<file path="src/rtl/dec_pulse_seq_pkg.sv">
// Shared types and elaboration helpers for the sequenced 3-to-8 pulse decoder.
// Contents:
//   state_e    - FSM state encoding (idle / pulse / gap)
//   clog2      - ceiling log2 for elaboration-time width math
//   out_width  - decoded output width N = 2**W
//   cnt_width  - counter width able to hold max(PULSE_LEN, GAP) - 1
package dec_pulse_seq_pkg;

    typedef enum logic [1:0] {
        StIdle,
        StPulse,
        StGap
    } state_e;

    localparam int unsigned DefaultW = 3;
    localparam int unsigned DefaultN = 2 ** DefaultW;

    function automatic int unsigned clog2(input int unsigned v);
        int unsigned r;
        r = 0;
        for (int i = 0; i < 32; i++) begin
            if ((64'd1 << i) < 64'(v)) r = i + 1;
        end
        return r;
    endfunction

    function automatic int unsigned out_width(input int unsigned w);
        return 2 ** w;
    endfunction

    // At least one bit so the counter is never a zero-width vector.
    function automatic int unsigned cnt_width(input int unsigned pulse_len,
                                              input int unsigned gap);
        int unsigned m;
        int unsigned r;
        m = (pulse_len > gap) ? pulse_len : gap;
        r = clog2(m);
        return (r == 0) ? 1 : r;
    endfunction

endpackage

</file>
<file path="src/rtl/dec_onehot.sv">
// Pure combinational W-to-2**W one-hot decoder.
// Ports:
//   i_idx [W-1:0]    - encoded index
//   o_y   [2**W-1:0] - one-hot image of i_idx (exactly one bit set)
module dec_onehot #(
    parameter int unsigned W = 3
) (
    input  logic [W-1:0]      i_idx,
    output logic [2**W-1:0]   o_y
);

    always_comb begin
        o_y        = '0;
        o_y[i_idx] = 1'b1;
    end

endmodule

</file>
<file path="src/rtl/dec_pulse_seq.sv">
// Sequenced decoder: accepts encoded indices over valid/ready into a one-entry
// holding register, then drives the matching one-hot line for PULSE_LEN cycles
// followed by GAP idle cycles. y is registered and never has two bits high.
// Ports:
//   clk       - rising-edge clock
//   rst_n     - asynchronous active-low reset
//   en        - enable; low aborts the running pulse and blocks new ones
//   in_valid  - in_idx valid
//   in_idx    - encoded index
//   in_ready  - holding register can accept this cycle
//   y         - registered one-hot output, zero when idle
//   done      - high in the last cycle of each completed pulse
//   busy      - FSM not idle or holding register full
module dec_pulse_seq
    import dec_pulse_seq_pkg::*;
#(
    parameter int unsigned W         = 3,
    parameter int unsigned PULSE_LEN = 4,
    parameter int unsigned GAP       = 1
) (
    input  logic              clk,
    input  logic              rst_n,
    input  logic              en,
    input  logic              in_valid,
    input  logic [W-1:0]      in_idx,
    output logic              in_ready,
    output logic [2**W-1:0]   y,
    output logic              done,
    output logic              busy
);

    localparam int unsigned N  = out_width(W);
    localparam int unsigned CW = cnt_width(PULSE_LEN, GAP);

    localparam logic [CW-1:0] PulseInit = CW'(PULSE_LEN - 1);
    localparam logic [CW-1:0] GapInit   = CW'((GAP == 0) ? 0 : GAP - 1);

    state_e          r_state;
    state_e          w_state_next;
    logic [CW-1:0]   r_cnt;
    logic [CW-1:0]   w_cnt_next;
    logic [N-1:0]    r_y;
    logic [N-1:0]    w_y_next;
    logic [W-1:0]    r_hold_idx;
    logic            r_hold_full;
    logic            w_load;
    logic            w_accept;
    logic [N-1:0]    w_onehot;

    dec_onehot #(
        .W (W)
    ) u_dec_onehot (
        .i_idx (r_hold_idx),
        .o_y   (w_onehot)
    );

    always_comb begin
        w_state_next = r_state;
        w_cnt_next   = r_cnt;
        w_y_next     = r_y;
        w_load       = 1'b0;
        unique case (r_state)
            StIdle: begin
                w_y_next = '0;
                if (r_hold_full && en) begin
                    w_load       = 1'b1;
                    w_state_next = StPulse;
                    w_cnt_next   = PulseInit;
                    w_y_next     = w_onehot;
                end
            end
            StPulse: begin
                if (!en) begin
                    w_state_next = StIdle;
                    w_y_next     = '0;
                end else if (r_cnt != '0) begin
                    w_cnt_next = r_cnt - CW'(1);
                end else if (GAP != 0) begin
                    w_state_next = StGap;
                    w_cnt_next   = GapInit;
                    w_y_next     = '0;
                end else if (r_hold_full) begin
                    // No gap configured: chain straight into the next pulse.
                    w_load     = 1'b1;
                    w_cnt_next = PulseInit;
                    w_y_next   = w_onehot;
                end else begin
                    w_state_next = StIdle;
                    w_y_next     = '0;
                end
            end
            StGap: begin
                w_y_next = '0;
                // Always return through idle so pulses are spaced GAP + 1 cycles.
                if (!en) begin
                    w_state_next = StIdle;
                end else if (r_cnt != '0) begin
                    w_cnt_next = r_cnt - CW'(1);
                end else begin
                    w_state_next = StIdle;
                end
            end
            default: begin
                w_state_next = StIdle;
                w_y_next     = '0;
            end
        endcase
    end

    always_ff @(posedge clk or negedge rst_n) begin
        if (!rst_n) begin
            r_state <= StIdle;
            r_cnt   <= '0;
            r_y     <= '0;
        end else begin
            r_state <= w_state_next;
            r_cnt   <= w_cnt_next;
            r_y     <= w_y_next;
        end
    end

    // A new index may land in the same edge the FSM drains the old one.
    assign in_ready = !r_hold_full || w_load;
    assign w_accept = in_valid && in_ready;

    always_ff @(posedge clk or negedge rst_n) begin
        if (!rst_n) begin
            r_hold_idx  <= '0;
            r_hold_full <= 1'b0;
        end else if (w_accept) begin
            r_hold_idx  <= in_idx;
            r_hold_full <= 1'b1;
        end else if (w_load) begin
            r_hold_full <= 1'b0;
        end
    end

    assign y    = r_y;
    assign done = (r_state == StPulse) && (r_cnt == '0) && en;
    assign busy = (r_state != StIdle) || r_hold_full;

endmodule

</file>
<file path="config.mk">
export PLATFORM = sky130hd
export DESIGN_NAME = dec_pulse_seq
export DESIGN_NICKNAME = d
export VERILOG_FILES = /design/src/rtl/dec_pulse_seq_pkg.sv /design/src/rtl/dec_onehot.sv /design/src/rtl/dec_pulse_seq.sv
export SDC_FILE = /design/constraint.sdc
export NUM_CORES = 1
export LEC_CHECK = 0
export CORE_MARGIN = 2
export CORE_UTILIZATION = 50
export DETAILED_ROUTE_END_ITERATION = 7
export PLACE_DENSITY = 0.79
export SYNTH_ARGS = -nofsm -noshare
export SYNTH_HDL_FRONTEND = slang
export SYNTH_HIERARCHICAL = 1
export SYNTH_SLANG_ARGS = --single-unit
</file>
<file path="constraint.sdc">
create_clock -name clk -period 2.3 [get_ports clk]
set_clock_uncertainty 0.05 [all_clocks]
set_input_delay 0.69 -clock clk [delete_from_list [all_inputs] [get_ports clk]]
set_output_delay 0.69 -clock clk [all_outputs]
set_load 0.03 [all_outputs]
</file>
==> impl_metrics.ini <==
[drt]
drtAntennaViolNets = 0
first_pass_iters = 4
drt-initial-drc-count = 17
wl_per_cell_um = 12.8
via_per_inst = 5.29
wl_um = 1680
route.detailed.drc = 0
via_count = 693

[clock_tree]
cts_buffers = 3
clock_sinks = 16
cts_root_buffer = clkbuf_4
insertion_delay_ns = 0.29
cts_tree = done
clk_pin_slew_worst_paths_ns = 0.10
cts_max_path_buffers = 2
postCtsHoldBufs = 0
htree_levels = 1

[critical_path]
path_class = reg2out
slowest_delay_ns = 0.40
ff2ff_path_depth = 7
critical_path_required_ns = 1.56
cpMostUsedCell = buf_4
rrSetupSlack_ns = 0.50
reg2reg_from = r_state[0]$_DFFE_PN0P_
r2r-end = r_hold_idx[1]$_DFFE_PN0P_
worstPathCellList = inv_2 -> ha_1 -> buf_4 -> a21bo_2 -> buf_4
crit_family = flip-flops
cp_num_buf_inv = 3
cp.arrival_ns = 1.49
critical-path-slowest-cell = dfrtp_1
crit_path_end_kind = primary output
cp_max_fo = 5
cp-start-kind = flop

[floorplan]
fp-row-count = 15
start_util_pct = 53.3
core_um2 = 1730
io_pins = 18
die_height_um = 46.9
floorplan.die.width_um = 46.9
dieArea_um2 = 2200

[synthesis]
synth_cell_types = 30
ys_seq_area_share_pct = 43.5
synth_fp_nets = 96
synth_seq_cells = 16
synth_warnings = 6
syn_inst = 80
syn_area_um2 = 920
synth.avg_cell_area_um2 = 11.5

[sta]
max_freq_ghz = 0.449
tightestPinTransition_ns = 0.359
finalSetupViolations = 0
rsz0062_at_grt = no
final_max_slew_viol_count = 0
hold_viol = 0
tns_ns = 0
finalCritPeriodShare_pct = 96.9
slew_headroom_pct = 76.1
setup_ws_ns = 0.0712
period_needed_ns = 2.23

[min_path]
min_from = y[3]$_DFFE_PN0P_
hold_depth = 1
min_to = y[3]$_DFFE_PN0P_
hold_class = reg2reg

[power]
power_density_nw_per_um2 = 1220
peakVddDrop_v = 0.000748
intPower_w = 0.000871
p_sw_share_pct = 40.0
pwr-share-comb_pct = 55.2
p_switching_w = 0.000581
p_clk_share_pct = 12.7
p_leak_nw = 0.582
pwr-share-seq_pct = 32.1

[placement]
dpl_worst_slack_ns = 0.0261
place.gp.congestion = 0.775
io_buffers = 17
post-dp-hpwl_um = 1200

[global_route]
grt_antenna_before_repair = 0
first_global_vias = 582
grt_max_degree = 17
met2_usage_pct = 24.9
grt_pass1_wl_um = 2630
grt_use_met1_pct = 23.7
busiest_layer = met2
grt_usage_pct = 17.2
overflow = 0
met3_usage_pct = 4.62

[finish]
drive_above_1_share_pct = 25.5
area_growth_pct = 29.9
multi_input_area_um2 = 493
layout.nets = 123
seq_area_um2 = 400
diodes = 0
fillCellCount = 145

[outcome]
status = completed

[flow_run]
drv_cap = 0
[worst max-delay path by stage]
| stage | start | depth (start not counted) | end | slack [ns] |
|---|---|---|---|---|
| floorplan | r_state[1]$_DFFE_PN0P_ | 3 | done | 0.51 |
| global placement | en | 3 | in_ready | 0.03 |
| detailed placement | en | 3 | in_ready | 0.03 |
| CTS | r_state[0]$_DFFE_PN0P_ | 5 | in_ready | 0.003 |
| global route | r_state[0]$_DFFE_PN0P_ | 5 | in_ready | 0.009 |
| finish | r_state[0]$_DFFE_PN0P_ | 5 | in_ready | 0.07 |
[cell usage after synthesis]
cell / n / area share [%]
nand2_1: 3 / 1.2
and3_1: 2 / 1.4
ha_1: 9 / 12
o31a_1: 1 / 0.95
nor3_1: 2 / 1.1
o211a_1: 1 / 1.1
and2_1: 1 / 0.68
and3b_2: 3 / 3.3
inv_1: 5 / 2.0
a22o_1: 8 / 7.6
o21ba_2: 1 / 1.1
a211oi_1: 1 / 0.82
and3b_1: 1 / 0.95
mux2i_1: 1 / 1.1
mux2_4: 1 / 1.6
nor2b_1: 1 / 0.68
a21oi_1: 1 / 0.54
mux2_2: 4 / 4.9
o211ai_1: 2 / 1.6
nand2b_1: 3 / 2.0
clkbuf_1: 1 / 0.41
nor3b_1: 3 / 2.4
a21oi_2: 1 / 0.95
nor2_1: 1 / 0.41
inv_2: 1 / 0.41
dfrtp_1: 16 / 44
and3_2: 1 / 0.82
o21bai_1: 1 / 0.82
a21bo_2: 2 / 2.2
nand3_1: 2 / 1.1
[state kept, by name, summed over array words and instances (netlist names)]
| name | flops |
|---|---|
| r_hold_idx | 3 |
| y | 8 |
| r_cnt | 2 |
| r_hold_full | 1 |
| r_state | 2 |
[cell usage in the layout (no fill, tap or decap), drive strengths merged, types with 2 or more instances in the layout]
cell type and instances:
nand3 2, buf 8, dfrtp 16, and3b 4, a21bo 2, nand2 3
a22o 8, clkbuf 4, o211ai 2, clkdlybuf4s50 13, and3 3, inv 6
mux2 5, nor3b 3, nand2b 3, nor3 2, a21oi 2, ha 9
[layer usage]
| metal | routed length (um) | part of all wire (%) |
|---|---|---|
| met1 | 804 | 48 |
| met2 | 790 | 47 |
| met3 | 69 | 4.1 |
| met4 | 12 | 0.72 |
| met5 | 0 | 0 |
[worst register-to-register path: stages, from the launching register on]
cell	delay, ns
dfrtp_1	0.40
inv_2	0.08
ha_1	0.21
buf_4	0.15
a21bo_2	0.20
buf_4	0.13
nand2_1	0.12
mux2_2	0.35
[layout make-up]
class                      instances  share of cell area [%]
clock buffer                       4                    3.04
tap                               25                    2.62
timing repair buffer              23                    17.7
multi-input combinational         57                    41.3
inverter                           6                    1.88
sequential                        16                    33.5
[power by group through the flow]
stage / registers (W) / logic (W) / clock network (W)
floorplan: 0.000479 / 0.000541 / 0
global placement: 0.000470 / 0.000743 / 0
detailed placement: 0.000473 / 0.000760 / 0
CTS: 0.000467 / 0.000772 / 0.000191
global route: 0.000485 / 0.000876 / 0.000204
finish: 0.000466 / 0.000802 / 0.000184
[metrics by stage]
step	util, %	std cells	hold slack (ns)	power, W	area (um2)
after floorplan	-	80	0.344	0.00102	920
after global placement	66.2	125	0.440	0.00121	1140
after detailed placement	66.2	125	0.444	0.00123	1140
after CTS	68.2	129	0.466	0.00143	1180
after global routing	69.2	131	0.478	0.00157	1190
final	69.2	131	0.460	0.00145	1190
[kinds of logic after synthesis]
| kind of cell | synth area share, % |
|---|---|
| adder cells (fa/ha/maj) | 12.2 |
| multiplexers | 7.62 |
| buffers and inverters | 2.86 |
| AO/OA/AOI/OAI | 17.7 |
| AND/OR/NAND/NOR | 16.1 |
| flip-flops | 43.5 |
[timing repair]
action	in CTS	in global routing
setup buffers	0	2
gates resized for setup	1	2
setup endpoints to repair	1	2
gates cloned	0	0
Note: power is estimated with default switching activity, not from simulation.
